### src/rtl/fetch_pkg.sv
`default_nettype none
// fetch_pkg: shared widths, halt opcode and fetch FSM encoding. Rev 1.0
package fetch_pkg;

  localparam int PC_W    = 8;
  localparam int INSTR_W = 16;
  localparam int CNT_W   = 16;

  localparam logic [3:0] HALT_OPCODE = 4'hF;

  localparam logic [1:0] ST_ISSUE = 2'd0;
  localparam logic [1:0] ST_WAIT  = 2'd1;
  localparam logic [1:0] ST_READY = 2'd2;
  localparam logic [1:0] ST_HALT  = 2'd3;

  typedef enum logic [1:0] {
    S_ISSUE = ST_ISSUE,
    S_WAIT  = ST_WAIT,
    S_READY = ST_READY,
    S_HALT  = ST_HALT
  } fetch_state_e;

endpackage
`default_nettype wire

### src/rtl/inst_fetch_unit_if.sv
`default_nettype none
// inst_fetch_unit_if: decoder/control and instruction-memory bundle of the fetch unit. Rev 1.0
interface inst_fetch_unit_if #(
  parameter int PC_W    = fetch_pkg::PC_W,
  parameter int INSTR_W = fetch_pkg::INSTR_W,
  parameter int CNT_W   = fetch_pkg::CNT_W
);

  logic               step;
  logic               jump_en;
  logic [PC_W-1:0]    jump_addr;
  logic               branch_en;
  logic               alu_zero;
  logic [PC_W-1:0]    branch_off;
  logic [PC_W-1:0]    imem_addr;
  logic [INSTR_W-1:0] imem_data;
  logic [INSTR_W-1:0] instr;
  logic               instr_valid;
  logic [PC_W-1:0]    pc;
  logic               halted;
  logic [CNT_W-1:0]   retired_cnt;

  // master: core / memory side; slave: the fetch unit
  modport master (
    output step, jump_en, jump_addr, branch_en, alu_zero, branch_off, imem_data,
    input  imem_addr, instr, instr_valid, pc, halted, retired_cnt
  );

  modport slave (
    input  step, jump_en, jump_addr, branch_en, alu_zero, branch_off, imem_data,
    output imem_addr, instr, instr_valid, pc, halted, retired_cnt
  );

endinterface
`default_nettype wire

### src/rtl/next_pc_calc.sv
`default_nettype none
// next_pc_calc: combinational next program counter (jump > taken branch > sequential). Rev 1.0
module next_pc_calc #(
  parameter int PC_W = fetch_pkg::PC_W
) (
  input  wire logic [PC_W-1:0] pc,
  input  wire logic            jump_en,
  input  wire logic [PC_W-1:0] jump_addr,
  input  wire logic            branch_en,
  input  wire logic            alu_zero,
  input  wire logic [PC_W-1:0] branch_off,
  output logic      [PC_W-1:0] next_pc
);

  logic [PC_W-1:0] pc_inc;

  // branch_off is already PC_W wide, so modular addition is the sign extension
  always_comb begin
    pc_inc = pc + PC_W'(1);
    if (jump_en) begin
      next_pc = jump_addr;
    end else if (branch_en && alu_zero) begin
      next_pc = pc_inc + branch_off;
    end else begin
      next_pc = pc_inc;
    end
  end

endmodule
`default_nettype wire

### src/rtl/inst_fetch_unit.sv
`default_nettype none
// inst_fetch_unit: owns the PC, addresses the synchronous imem and holds the fetched instruction. Rev 1.0
module inst_fetch_unit #(
  parameter int         PC_W        = fetch_pkg::PC_W,
  parameter int         INSTR_W     = fetch_pkg::INSTR_W,
  parameter logic [3:0] HALT_OPCODE = fetch_pkg::HALT_OPCODE,
  parameter int         CNT_W       = fetch_pkg::CNT_W
) (
  input wire logic clk,
  input wire logic rst,
  inst_fetch_unit_if.slave bus
);
  import fetch_pkg::*;

  fetch_state_e       state_q, state_d;
  logic [PC_W-1:0]    pc_q, pc_d;
  logic [PC_W-1:0]    imem_addr_q, imem_addr_d;
  logic [INSTR_W-1:0] instr_q, instr_d;
  logic               instr_valid_q, instr_valid_d;
  logic               halted_q, halted_d;
  logic [CNT_W-1:0]   retired_cnt_q, retired_cnt_d;
  logic [PC_W-1:0]    next_pc;

  next_pc_calc #(.PC_W(PC_W)) u_next_pc_calc (
    .pc         (pc_q),
    .jump_en    (bus.jump_en),
    .jump_addr  (bus.jump_addr),
    .branch_en  (bus.branch_en),
    .alu_zero   (bus.alu_zero),
    .branch_off (bus.branch_off),
    .next_pc    (next_pc)
  );

  always_comb begin
    state_d       = state_q;
    pc_d          = pc_q;
    imem_addr_d   = imem_addr_q;
    instr_d       = instr_q;
    instr_valid_d = instr_valid_q;
    halted_d      = halted_q;
    retired_cnt_d = retired_cnt_q;
    case (state_q)
      S_ISSUE: begin
        state_d = S_WAIT;
      end
      S_WAIT: begin
        instr_d = bus.imem_data;
        if (bus.imem_data[INSTR_W-1 -: 4] == HALT_OPCODE) begin
          state_d  = S_HALT;
          halted_d = 1'b1;
        end else begin
          state_d       = S_READY;
          instr_valid_d = 1'b1;
        end
      end
      S_READY: begin
        if (bus.step) begin
          state_d       = S_ISSUE;
          instr_valid_d = 1'b0;
          pc_d          = next_pc;
          imem_addr_d   = next_pc;
          if (retired_cnt_q != {CNT_W{1'b1}}) begin
            retired_cnt_d = retired_cnt_q + CNT_W'(1);
          end
        end
      end
      S_HALT: begin
        state_d = S_HALT;
      end
      default: begin
        state_d = S_ISSUE;
      end
    endcase
  end

  always_ff @(posedge clk) begin
    if (rst) begin
      state_q       <= S_ISSUE;
      pc_q          <= '0;
      imem_addr_q   <= '0;
      instr_q       <= '0;
      instr_valid_q <= 1'b0;
      halted_q      <= 1'b0;
      retired_cnt_q <= '0;
    end else begin
      state_q       <= state_d;
      pc_q          <= pc_d;
      imem_addr_q   <= imem_addr_d;
      instr_q       <= instr_d;
      instr_valid_q <= instr_valid_d;
      halted_q      <= halted_d;
      retired_cnt_q <= retired_cnt_d;
    end
  end

  assign bus.imem_addr   = imem_addr_q;
  assign bus.instr       = instr_q;
  assign bus.instr_valid = instr_valid_q;
  assign bus.pc          = pc_q;
  assign bus.halted      = halted_q;
  assign bus.retired_cnt = retired_cnt_q;

endmodule
`default_nettype wire

### src/flat_wrapper.sv
// flat-port wrapper written by rule: the top's interface ports become plain ports
module inst_fetch_unit_flat import fetch_pkg::*;
#(
  parameter int         PC_W        = fetch_pkg::PC_W,
  parameter int         INSTR_W     = fetch_pkg::INSTR_W,
  parameter logic [3:0] HALT_OPCODE = fetch_pkg::HALT_OPCODE,
  parameter int         CNT_W       = fetch_pkg::CNT_W
)
  (clk, rst, bus_step, bus_jump_en, bus_jump_addr, bus_branch_en, bus_alu_zero, bus_branch_off, bus_imem_data, bus_imem_addr, bus_instr, bus_instr_valid, bus_pc, bus_halted, bus_retired_cnt);
  inst_fetch_unit_if #(.PC_W(PC_W), .INSTR_W(INSTR_W), .CNT_W(CNT_W)) bus_i ();
  input wire logic clk;
  input wire logic rst;
  input wire logic [$bits(bus_i.step)-1:0] bus_step;
  input wire logic [$bits(bus_i.jump_en)-1:0] bus_jump_en;
  input wire logic [$bits(bus_i.jump_addr)-1:0] bus_jump_addr;
  input wire logic [$bits(bus_i.branch_en)-1:0] bus_branch_en;
  input wire logic [$bits(bus_i.alu_zero)-1:0] bus_alu_zero;
  input wire logic [$bits(bus_i.branch_off)-1:0] bus_branch_off;
  input wire logic [$bits(bus_i.imem_data)-1:0] bus_imem_data;
  output wire logic [$bits(bus_i.imem_addr)-1:0] bus_imem_addr;
  output wire logic [$bits(bus_i.instr)-1:0] bus_instr;
  output wire logic [$bits(bus_i.instr_valid)-1:0] bus_instr_valid;
  output wire logic [$bits(bus_i.pc)-1:0] bus_pc;
  output wire logic [$bits(bus_i.halted)-1:0] bus_halted;
  output wire logic [$bits(bus_i.retired_cnt)-1:0] bus_retired_cnt;
  assign bus_i.step = bus_step;
  assign bus_i.jump_en = bus_jump_en;
  assign bus_i.jump_addr = bus_jump_addr;
  assign bus_i.branch_en = bus_branch_en;
  assign bus_i.alu_zero = bus_alu_zero;
  assign bus_i.branch_off = bus_branch_off;
  assign bus_i.imem_data = bus_imem_data;
  assign bus_imem_addr = bus_i.imem_addr;
  assign bus_instr = bus_i.instr;
  assign bus_instr_valid = bus_i.instr_valid;
  assign bus_pc = bus_i.pc;
  assign bus_halted = bus_i.halted;
  assign bus_retired_cnt = bus_i.retired_cnt;
  inst_fetch_unit #(.PC_W(PC_W), .INSTR_W(INSTR_W), .HALT_OPCODE(HALT_OPCODE), .CNT_W(CNT_W)) u_core (.clk(clk), .rst(rst), .bus(bus_i));
endmodule
### config.mk
export PLATFORM = sky130hd
export DESIGN_NAME = inst_fetch_unit_flat
export DESIGN_NICKNAME = d
export VERILOG_FILES = /design/src/rtl/fetch_pkg.sv /design/src/rtl/inst_fetch_unit_if.sv /design/src/rtl/next_pc_calc.sv /design/src/rtl/inst_fetch_unit.sv /design/src/flat_wrapper.sv
export SDC_FILE = /design/constraint.sdc
export NUM_CORES = 1
export LEC_CHECK = 0
export BUFFER_PORTS_ARGS = -buffer_cell sky130_fd_sc_hd__buf_2
export CORE_MARGIN = 10
export CORE_UTILIZATION = 51
export CTS_BUF_LIST = sky130_fd_sc_hd__clkbuf_8
export CTS_CLUSTER_DIAMETER = 60
export CTS_CLUSTER_SIZE = 14
export DETAILED_ROUTE_END_ITERATION = 8
export PLACE_DENSITY = 0.81
export SLEW_MARGIN = 20
export SYNTH_ARGS = -nofsm -noshare
export SYNTH_HDL_FRONTEND = slang
export SYNTH_SLANG_ARGS = --single-unit
### constraint.sdc
create_clock -name clk -period 3.46 [get_ports clk]
set_input_delay 0.692 -clock clk [delete_from_list [all_inputs] [get_ports clk]]
set_output_delay 0.692 -clock clk [all_outputs]
set_load 0.05 [all_outputs]
==> results.yml <==
yosys:
  synth_compound_gate_area_share_pct: 15.2
  ys_warn_count: 0
  synthAdderAreaFrac_pct: 6.12
  syn_area_per_cell_sq_um: 7.98
  ys.flop_type: "dfxtp_1"
  synth_top_area_cell: "dfxtp_1"
  synth_area_sq_um: 2370
  synth_seq_cells: 44
  synth-simple-area-share_pct: 24.8
  synth_top_area_share_pct: 37.2
  synth_most_common_cell: "nand2_1"
  synth.yosys.seq_area_share_pct: 37.2
  synth_fp_nets: 346
  synthMuxAreaShare_pct: 2.59
  synth_edf_count: 0
  synth_commonest_cells: "nand2_1 (52), dfxtp_1 (44), nor2_1 (32)"
  syn_inst: 297
  synth_xor_area_share_pct: 8.13
  synth_top_family_by_area: "simple AND/OR/NAND/NOR gates"
  synth_cell_types: 45
  async_flop_share_pct: 0
  synthTopCellsByArea: "dfxtp_1 (37%), nand2_1 (8.2%), a21oi_1 (6.1%)"
clocking:
  postCtsSetupRepairBufs: 0
  clock_sinks: 44
  clockBufferDepth: 2
  htreeDepth: 2
  cts_tree: "yes"
  postCtsHoldBufs: 0
  clockRootBuffer: "clkbuf_8"
  cts-resized-gates: 0
  insertion_delay_ns: 0.30
  path_clk_slew_ns: 0.08
  cts_inserted_buffers: 5
placed_design:
  port_buffers: 87
  dp_hpwl_um: 4560
  gp_congestion: 0.822
  pre_cts_ws_ns: 0.574
  placed_area_sq_um: 2740
cells_and_area:
  fin_util_pct: 64.3
  nets: 416
  design_area_sq_um: 2840
  nFillCells: 390
  drive_gt1_share_pct: 26.6
  multi_input_area_sq_um: 1350
  antenna_cells: 0
  syn2layout_area_growth_pct: 19.7
  regArea_sq_um: 881
power_and_ir_drop:
  p_sw_uw: 380
  p_int_uw: 750
  total_leakage_power_uw: 0.00130
  peakVddDrop_mv: 0.377
  p_per_area_nw_per_um2: 398
  pwr-share-seq_pct: 48.4
  power_uw: 1130
  p_sw_share_pct: 33.7
  p_comb_share_pct: 22.7
  clkPwrFrac_pct: 28.9
setup_path:
  r2r-end: "u_core.bus.pc[7]$_SDFFE_PP0P_"
  reg2reg_depth: 10
  cpMaxStageDelayCell: "dfxtp_1"
  r2r_slack_ns: 0.56
  cp.arrival_ns: 3.10
  crit_chain: "ha_1 > nand3_1 > xnor2_1 > ha_1 > a21oi_1 > o31ai_1 > and4b_1 > o31ai_1 > mux2_2 > a221oi_1"
  slowest_delay_ns: 0.45
  required_ns: 3.66
  cp_max_fo: 8
  worstReg2RegStart: "u_core.bus.pc[0]$_SDFFE_PP0P_"
  crit_family: "compound AO/OA/AOI/OAI gates"
  endpoint_kind: "flop"
  worstSetupPathType: "flop to flop"
  path_depth: 10
  start_kind: "flop"
  critical_path_buf_inv_count: 0
sta:
  fin_skew_ns: 0.00709
  finalSetupViolCount: 0
  grt_setup_unrepaired: "no"
  tightest_slew_ns: 0.798
  hold_viol: 0
  fmax_mhz: 345
  worst_slack_ns: 0.559
  relSlewSlack_pct: 46.8
  tns_ns: 0
  post-route-period-util_pct: 83.8
  slew_violations: 0
  fin_crit_ns: 2.90
route:
  drtAntennaViolNets: 0
  via_count: 2260
  drtIter0Drc: 118
  drc: 0
  drt_pre_antenna_iters: 4
  wl_per_cell_um: 14.1
  via_per_inst: 5.38
  wirelength_um: 5930
floorplanning:
  ios: 88
  core_area_sq_um: 4410
  start_util_pct: 53.7
  die-height_um: 88.2
  rows: 24
  dieArea_sq_um: 7770
  die_w_um: 88.2
min_path:
  hp-start: "u_core.bus.instr[4]$_SDFFE_PP0P_"
  worstHoldPathCells: 2
  hold_class: "flop to flop"
  holdPathEnd: "u_core.bus.instr[4]$_SDFFE_PP0P_"
job:
  maxCapViolCount: 0
global_routing:
  grt.total_usage_pct: 15.3
  grt.overflow.total: 0
  grt_pass1_wl_um: 9730
  antenna_found_initial: 0
  grt_max_degree: 46
  grt_pass1_vias: 2214
run_status:
  status: "finished, final reports clean"
-- sequential cells by signal, indices dropped and copies added (netlist names) --
register and flops:
u_core.bus.halted 1, u_core.state_q 2, u_core.bus.pc 8, u_core.bus.instr 16, u_core.bus.instr_valid 1, u_core.bus.retired_cnt 16
-- power groups by stage --
| stage | Combinational, uW | Clock (uW) | Sequential, uW |
|---|---|---|---|
| after floorplan | 123 | 0 | 628 |
| after global placement | 254 | 0 | 557 |
| after detailed placement | 257 | 0 | 558 |
| after CTS | 258 | 336 | 546 |
| after global routing | 281 | 357 | 550 |
| final | 256 | 327 | 547 |
-- cells by family (layout without fill, tap and decap cells) --
| kind of cell | after synthesis | after routing |
|---|---|---|
| buffers and inverters | 28 | 99 |
| multiplexers | 6 | 6 |
| flip-flops | 44 | 44 |
| XOR/XNOR | 22 | 22 |
| AO/OA/AOI/OAI | 60 | 60 |
| AND/OR/NAND/NOR | 126 | 126 |
| adder cells (fa/ha/maj) | 11 | 11 |
-- worst max path at each step --
stage,from,endpoint,slack (ns)
after floorplan,u_core.bus.pc[0]$_SDFFE_PP0P_,u_core.bus.pc[7]$_SDFFE_PP0P_,0.43
after global placement,u_core.bus.pc[0]$_SDFFE_PP0P_,u_core.bus.pc[7]$_SDFFE_PP0P_,0.72
after detailed placement,u_core.bus.pc[0]$_SDFFE_PP0P_,u_core.bus.pc[7]$_SDFFE_PP0P_,0.57
after CTS,u_core.bus.pc[0]$_SDFFE_PP0P_,u_core.bus.pc[7]$_SDFFE_PP0P_,0.55
after global routing,u_core.bus.pc[0]$_SDFFE_PP0P_,u_core.bus.pc[7]$_SDFFE_PP0P_,0.18
final,u_core.bus.pc[0]$_SDFFE_PP0P_,u_core.bus.pc[7]$_SDFFE_PP0P_,0.56
-- cells in the final DEF, fill, tap and decap left out, types with 3 or more instances in the layout --
| cell type | synthesis | layout |
|---|---|---|
| buf_2 | 1 | 87 |
| nand2_1 | 52 | 52 |
| dfxtp_1 | 44 | 44 |
| nor2_1 | 32 | 32 |
| a21oi_1 | 29 | 29 |
| xor2_1 | 12 | 12 |
| nand3_1 | 11 | 11 |
| o21ai_0 | 11 | 11 |
| xnor2_1 | 10 | 10 |
| ha_1 | 10 | 10 |
| and3_1 | 5 | 5 |
| nand4_1 | 5 | 5 |
| mux2i_1 | 5 | 5 |
| a211oi_1 | 5 | 5 |
| nand3b_1 | 5 | 5 |
| clkbuf_8 | 0 | 5 |
| inv_1 | 4 | 4 |
| a41oi_1 | 3 | 3 |
-- layout make-up --
cell class	count	share of cell area (%)
multi-input combinational	225	47.5
sequential	44	31.1
timing repair buffer	87	15.4
clock buffer	5	2.43
tap	52	2.29
clock inverter	3	0.838
inverter	4	0.529
-- stage by stage --
stage          hold WS, ns  cells
5_1_grt              0.475    420
6_report             0.453    420
3_3_place_gp         0.439    412
2_1_floorplan        0.492    297
4_1_cts              0.455    420
3_5_place_dp         0.443    412
-- worst reg2reg max path, stage by stage (launching register included) --
cell	delay [ns]
dfxtp_1	0.45
ha_1	0.24
nand3_1	0.10
xnor2_1	0.22
ha_1	0.31
a21oi_1	0.24
o31ai_1	0.17
and4b_1	0.21
o31ai_1	0.25
mux2_2	0.36
a221oi_1	0.24
-- metal layers --
metal | part of all wire [%] | wire (um) | track usage, % | up-vias
met5 | 0 | 0 | 0 | -
met3 | 10 | 594 | 6.87 | 12
met1 | 40 | 2380 | 16.2 | 1025
li1 | - | - | - | 1156
met2 | 47 | 2820 | 25.6 | 67
met4 | 2.4 | 145 | 6.56 | 0
Note: power is estimated with default switching activity, not from simulation.
